`config.mk`:
```
export PLATFORM = sky130hd
export DESIGN_NAME = verificar_senha_multi
export DESIGN_NICKNAME = d
export VERILOG_FILES = /design/src/rtl/fechadura_pkg.sv /design/src/rtl/pin_compare.sv /design/src/rtl/verificar_senha_multi.sv
export SDC_FILE = /design/constraint.sdc
export NUM_CORES = 1
export LEC_CHECK = 0
export BUFFER_PORTS_ARGS = -buffer_cell sky130_fd_sc_hd__buf_2
export CORE_MARGIN = 2
export CORE_UTILIZATION = 50
export DETAILED_ROUTE_END_ITERATION = 7
export GPL_ROUTABILITY_DRIVEN = 0
export PLACE_DENSITY_LB_ADDON = 0.05
export SLEW_MARGIN = 20
export SYNTH_ARGS = -nofsm -noshare
export SYNTH_HDL_FRONTEND = slang
export SYNTH_SLANG_ARGS = --single-unit
```
`constraint.sdc`:
```
create_clock -name clk -period 2.8 [get_ports clk]
set_clock_uncertainty 0.15 [all_clocks]
set_input_delay 0.28 -clock clk [delete_from_list [all_inputs] [get_ports clk]]
set_output_delay 0.28 -clock clk [all_outputs]
set_load 0.03 [all_outputs]
```
`src/rtl/fechadura_pkg.sv`:
```
// Shared definitions for the digital lock: digit encoding and verifier states.
package fechadura_pkg;

    localparam int         DIGIT_W     = 4;
    localparam logic [3:0] DIGIT_BLANK = 4'hA;

    typedef enum logic {
        ST_READY  = 1'b0,
        ST_LOCKED = 1'b1
    } ver_state_t;

endpackage

```
`src/rtl/pin_compare.sv`:
```
// Full-vector PIN equality, gated by a slot enable.
module pin_compare
    import fechadura_pkg::*;
#(
    parameter int N_DIGITS = 4
) (
    input  logic [DIGIT_W*N_DIGITS-1:0] a,
    input  logic [DIGIT_W*N_DIGITS-1:0] b,
    input  logic                        en,
    output logic                        match
);

    assign match = en && (a == b);

endmodule

```
`src/rtl/verificar_senha_multi.sv`:
```
// PIN verifier: master PIN plus enabled user slots, consecutive-failure
// counting and a timed lockout. Results are one-cycle registered pulses.
module verificar_senha_multi
    import fechadura_pkg::*;
#(
    parameter int N_DIGITS    = 4,
    parameter int N_PINS      = 4,
    parameter int MAX_FAILS   = 3,
    parameter int LOCK_CYCLES = 1000,
    localparam int PIN_W  = DIGIT_W * N_DIGITS,
    localparam int IDX_W  = (N_PINS > 1) ? $clog2(N_PINS) : 1,
    localparam int FCNT_W = $clog2(MAX_FAILS + 1)
) (
    input  logic                      clk,
    input  logic                      rst,
    input  logic                      pin_valid,
    input  logic [PIN_W-1:0]          pin_digits,
    input  logic [PIN_W-1:0]          master_pin,
    input  logic [PIN_W*N_PINS-1:0]   user_pins,
    input  logic [N_PINS-1:0]         user_en,
    output logic                      senha_fail,
    output logic                      senha_padrao,
    output logic                      senha_master,
    output logic                      senha_locked,
    output logic [IDX_W-1:0]          match_idx,
    output logic                      senha_master_update,
    output logic                      locked,
    output logic [FCNT_W-1:0]         fail_count
);

    localparam int LCNT_W = $clog2(LOCK_CYCLES + 1);

    ver_state_t          r_state, w_state_next;
    logic [LCNT_W-1:0]   r_lock_cnt, w_lock_cnt_next;
    logic [FCNT_W-1:0]   r_fail_count, w_fail_count_next;
    logic [FCNT_W-1:0]   w_fail_inc;
    logic                r_fail, w_fail_next;
    logic                r_padrao, w_padrao_next;
    logic                r_master, w_master_next;
    logic                r_locked_p, w_locked_p_next;
    logic [IDX_W-1:0]    r_match_idx, w_match_idx_next;
    logic                r_master_update, w_master_update_next;

    logic                w_blank;
    logic                w_master_match;
    logic [N_PINS-1:0]   w_user_match;
    logic                w_user_hit;
    logic [IDX_W-1:0]    w_user_idx;

    always_comb begin
        w_blank = 1'b0;
        for (int k = 0; k < N_DIGITS; k++) begin
            if (pin_digits[k*DIGIT_W +: DIGIT_W] == DIGIT_BLANK) begin
                w_blank = 1'b1;
            end
        end
    end

    pin_compare #(.N_DIGITS(N_DIGITS)) u_cmp_master (
        .a     (pin_digits),
        .b     (master_pin),
        .en    (1'b1),
        .match (w_master_match)
    );

    for (genvar i = 0; i < N_PINS; i++) begin : g_user
        pin_compare #(.N_DIGITS(N_DIGITS)) u_cmp_user (
            .a     (pin_digits),
            .b     (user_pins[i*PIN_W +: PIN_W]),
            .en    (user_en[i]),
            .match (w_user_match[i])
        );
    end

    // Scan from the top so the lowest matching slot wins.
    always_comb begin
        w_user_hit = 1'b0;
        w_user_idx = '0;
        for (int i = N_PINS - 1; i >= 0; i--) begin
            if (w_user_match[i]) begin
                w_user_hit = 1'b1;
                w_user_idx = IDX_W'(i);
            end
        end
    end

    assign w_fail_inc = r_fail_count + FCNT_W'(1);

    always_comb begin
        w_state_next         = r_state;
        w_lock_cnt_next      = r_lock_cnt;
        w_fail_count_next    = r_fail_count;
        w_fail_next          = 1'b0;
        w_padrao_next        = 1'b0;
        w_master_next        = 1'b0;
        w_locked_p_next      = 1'b0;
        w_match_idx_next     = r_match_idx;
        w_master_update_next = r_master_update;

        case (r_state)
            ST_READY: begin
                if (pin_valid) begin
                    if (!w_blank && w_master_match) begin
                        w_master_next        = 1'b1;
                        w_fail_count_next    = '0;
                        w_master_update_next = 1'b0;
                    end else if (!w_blank && w_user_hit) begin
                        w_padrao_next     = 1'b1;
                        w_fail_count_next = '0;
                        w_match_idx_next  = w_user_idx;
                    end else begin
                        w_fail_next = 1'b1;
                        if (w_fail_inc == FCNT_W'(MAX_FAILS)) begin
                            w_fail_count_next = '0;
                            w_lock_cnt_next   = LCNT_W'(LOCK_CYCLES);
                            w_state_next      = ST_LOCKED;
                        end else begin
                            w_fail_count_next = w_fail_inc;
                        end
                    end
                end
            end
            ST_LOCKED: begin
                // Attempts during lockout are acknowledged but never compared.
                w_locked_p_next = pin_valid;
                if (r_lock_cnt == LCNT_W'(1)) begin
                    w_lock_cnt_next = '0;
                    w_state_next    = ST_READY;
                end else begin
                    w_lock_cnt_next = r_lock_cnt - LCNT_W'(1);
                end
            end
            default: begin
                w_state_next    = ST_READY;
                w_lock_cnt_next = '0;
            end
        endcase
    end

    always_ff @(posedge clk or negedge rst) begin
        if (!rst) begin
            r_state         <= ST_READY;
            r_lock_cnt      <= '0;
            r_fail_count    <= '0;
            r_fail          <= 1'b0;
            r_padrao        <= 1'b0;
            r_master        <= 1'b0;
            r_locked_p      <= 1'b0;
            r_match_idx     <= '0;
            r_master_update <= 1'b1;
        end else begin
            r_state         <= w_state_next;
            r_lock_cnt      <= w_lock_cnt_next;
            r_fail_count    <= w_fail_count_next;
            r_fail          <= w_fail_next;
            r_padrao        <= w_padrao_next;
            r_master        <= w_master_next;
            r_locked_p      <= w_locked_p_next;
            r_match_idx     <= w_match_idx_next;
            r_master_update <= w_master_update_next;
        end
    end

    assign senha_fail          = r_fail;
    assign senha_padrao        = r_padrao;
    assign senha_master        = r_master;
    assign senha_locked        = r_locked_p;
    assign match_idx           = r_match_idx;
    assign senha_master_update = r_master_update;
    assign locked              = (r_state == ST_LOCKED);
    assign fail_count          = r_fail_count;

endmodule

```
==> out/summary.txt <==
Worst setup SP type = flip-flop
Max-slew headroom = 66.6%
Critical Path AT = 2170 ps
CP dominant cell by count = a21oi_1
DP Wirelength = 4860 µm
Cell at the root of the clock tree = clkbuf_8
Skew-Pair Late Insertion Delay = 260 ps
Switch share = 26.5%
CP top delay family = simple AND/OR/NAND/NOR gates
Syn nets = 338
Layout Nets = 439
CTS tree = yes
Die area = 4880 µm²
Port Buffers = 112
Max-slew violations = 0
Status = complete, no violations
Pwr per Cell Area = 305 nW/µm²
Commonest non-fill, non-tap cell in the layout = buf_2
Vias per cell = 5.33
Max stage delay on crit path = 480 ps
Starting Density = 53.0%
Grt ovf = 0
Fmax = 454 MHz
Vias in the first global route = 1,983
Worst Path Max Fanout = 9
Avg Inst Size Synth = 9.30 µm²
Largest net degree at the start of global routing = 21
CTS buffer count = 3
DR DRC count = 0
Io pins = 113
First-pass GRT wire length = 9290 µm
Vias = 2,043
Met3 Use GR = 3.49%
Fin crit share = 78.6%
Critical Path RT = 2770 ps
Routed Antenna Nets = 0
Yosys cell types = 42
Slowest stage cell on the critical path = nor4b_4
# fillers = 364
Min cycle time layout = 2200 ps
Max cap viols = 0
Met1 GRT Util = 33.6%
Routed wire length = 5880 µm
Most frequent cells in the layout = 112 x buf_2, 45 x xor2_1, 35 x xnor2_1
TNS Setup = 0 ps
P_sw = 0.219 mW
Die X = 69.8 µm
Leak Pwr = 1.27 nW
Hold Violations, Final = 0
Ant diodes = 0
Global route hottest layer = met2
Seq pwr share = 35.5%
Initial DRC count = 151
Final worst slack = 599 ps
RSZ-0062 raised after global routing = no
Largest buffer count on any clock path = 2
Height of the die = 69.8 µm
Sink Count = 20
FF+latch count, synth = 20
Layout cell share with drive strength beyond 1 = 40.5%
Clk pwr share = 34.7%
Synth top area cells = dfrtp_1 22%, xor2_1 18%, xnor2_1 14%, buf_6 5.7%, nor4_1 3.8%
Place WS = 596 ps
Post-CTS Resized = 0
Initial antenna violation count = 0
Setup violators final = 0
Slew @ Worst Pin = 495 ps
Total GRT Usage = 23.8%
Gate power share = 29.8%
Hold crit path type = input pin to flip-flop
VDD IR max = 215 µV
Grt met2 use = 38.9%
Yosys Warn Count = 0
Post-Syn Area = 2170 µm²
Worst hold slack = 111 ps
Drt wl/cell = 15.3 µm
Yosys top cell by area = dfrtp_1
CP Capture Type = flip-flop
Core Region = 4090 µm²
First-pass iteration count of the detailed router = 4
Crit-path cells = inv_1 > ha_1 > nor4b_2 > nor4b_4 > nand2b_1 > nor3_1 > a21oi_1 > a21oi_1
Pint = 0.607 mW
Sequential area share after synthesis = 23.2%
Post-synth top area share = 21.9%
Layout area overhead = 24.9%
CTS HTree Levels = 1
WP buf/inv = 1
Syn Inst Count = 233
Clock slew at reported path FFs = 80 ps
Setup CP Type = flip-flop to flip-flop
FP Rows = 23
## sequential cells by signal, indices dropped and copies added (netlist names)
| signal | flops |
|---|---|
| match_idx | 2 |
| senha_padrao | 1 |
| locked | 1 |
| r_lock_cnt | 10 |
| senha_master_update | 1 |
| senha_fail | 1 |
| senha_master | 1 |
| senha_locked | 1 |
| fail_count | 2 |
## worst paths after layout
kind | slack [ps] | cells after the start | to | from
setup / recovery | 600 | 8 | r_lock_cnt[4] | r_lock_cnt[1]
hold / removal | 110 | 2 | senha_locked | pin_valid
setup reg to reg | 600 | 8 | r_lock_cnt[4] | r_lock_cnt[1]
hold reg to reg | 330 | 1 | senha_master_update | senha_master_update
max in group asynchronous | 1820 | 2 | senha_master_update | rst
min in group asynchronous | 350 | 2 | senha_locked | rst
## synth_stat cells, drive strengths merged
cell and count:
buf 16, nor4bb 2, mux2i 2, or4b 1, clkbuf 1, o21a 1, nand2 10, nand4b 1
dfstp 1, o21bai 1, o41a 1, nor2 8, inv 4, xor2 45, nor2b 3, nand3 2
nand2b 2, nand4 10, o41ai 3, nor4 15, and4bb 2, o31a 1, nor4b 2, o21ai 11
or3 1, or2 2, ha 2, o22ai 2, and3 3, and2 1, dfrtp 19, xnor2 35
nor3 9, a21oi 14
## metal layers
layer	share of wire, %	up-vias
met2	46	78
met5	0	-
met1	47	941
met3	5.5	8
met4	1.1	0
li1	-	1016
## per-stage QoR
stage	std cells	instance area, µm²	util, %	power (mW)
CTS	383	2710	66.2	0.831
floorplan	233	2170	-	0.454
detailed placement	378	2630	64.2	0.543
global route	383	2710	66.2	0.862
finish	383	2710	66.2	0.825
global placement	378	2630	64.2	0.541
## area by class of cell
cell class	instances	area (µm²)	share of cell area [%]
Multi-Input combinational cell	192	1490	54.9
Timing Repair Buffer	113	571	21.1
Sequential cell	20	502	18.5
Tap cell	50	62.6	2.31
Clock buffer	3	41.3	1.53
Clock inverter	1	30.0	1.11
Inverter	4	15.0	0.555
## cell families after synthesis
family / count (synthesis) / share of synthesized area [%]
mux: 2 / 0.924
xor+xnor: 80 / 32.3
simple gates: 74 / 23.1
buf+inv: 21 / 8.31
compound gates: 34 / 11.0
fa+ha+maj: 2 / 1.15
flops: 20 / 23.2
## power groups by stage
stage / Sequential (mW) / Combinational [mW] / Clock, mW
finish: 0.293 / 0.246 / 0.287
global placement: 0.299 / 0.242 / 0
detailed placement: 0.299 / 0.244 / 0
global route: 0.293 / 0.268 / 0.301
CTS: 0.293 / 0.246 / 0.292
floorplan: 0.303 / 0.150 / 0
## timing repair
action | 4_1_cts | 5_1_grt
hold buffers | 1 | 0
setup buffers | 0 | 0
hold endpoints to repair | 19 | 0
(Power assumes the default switching activity.)
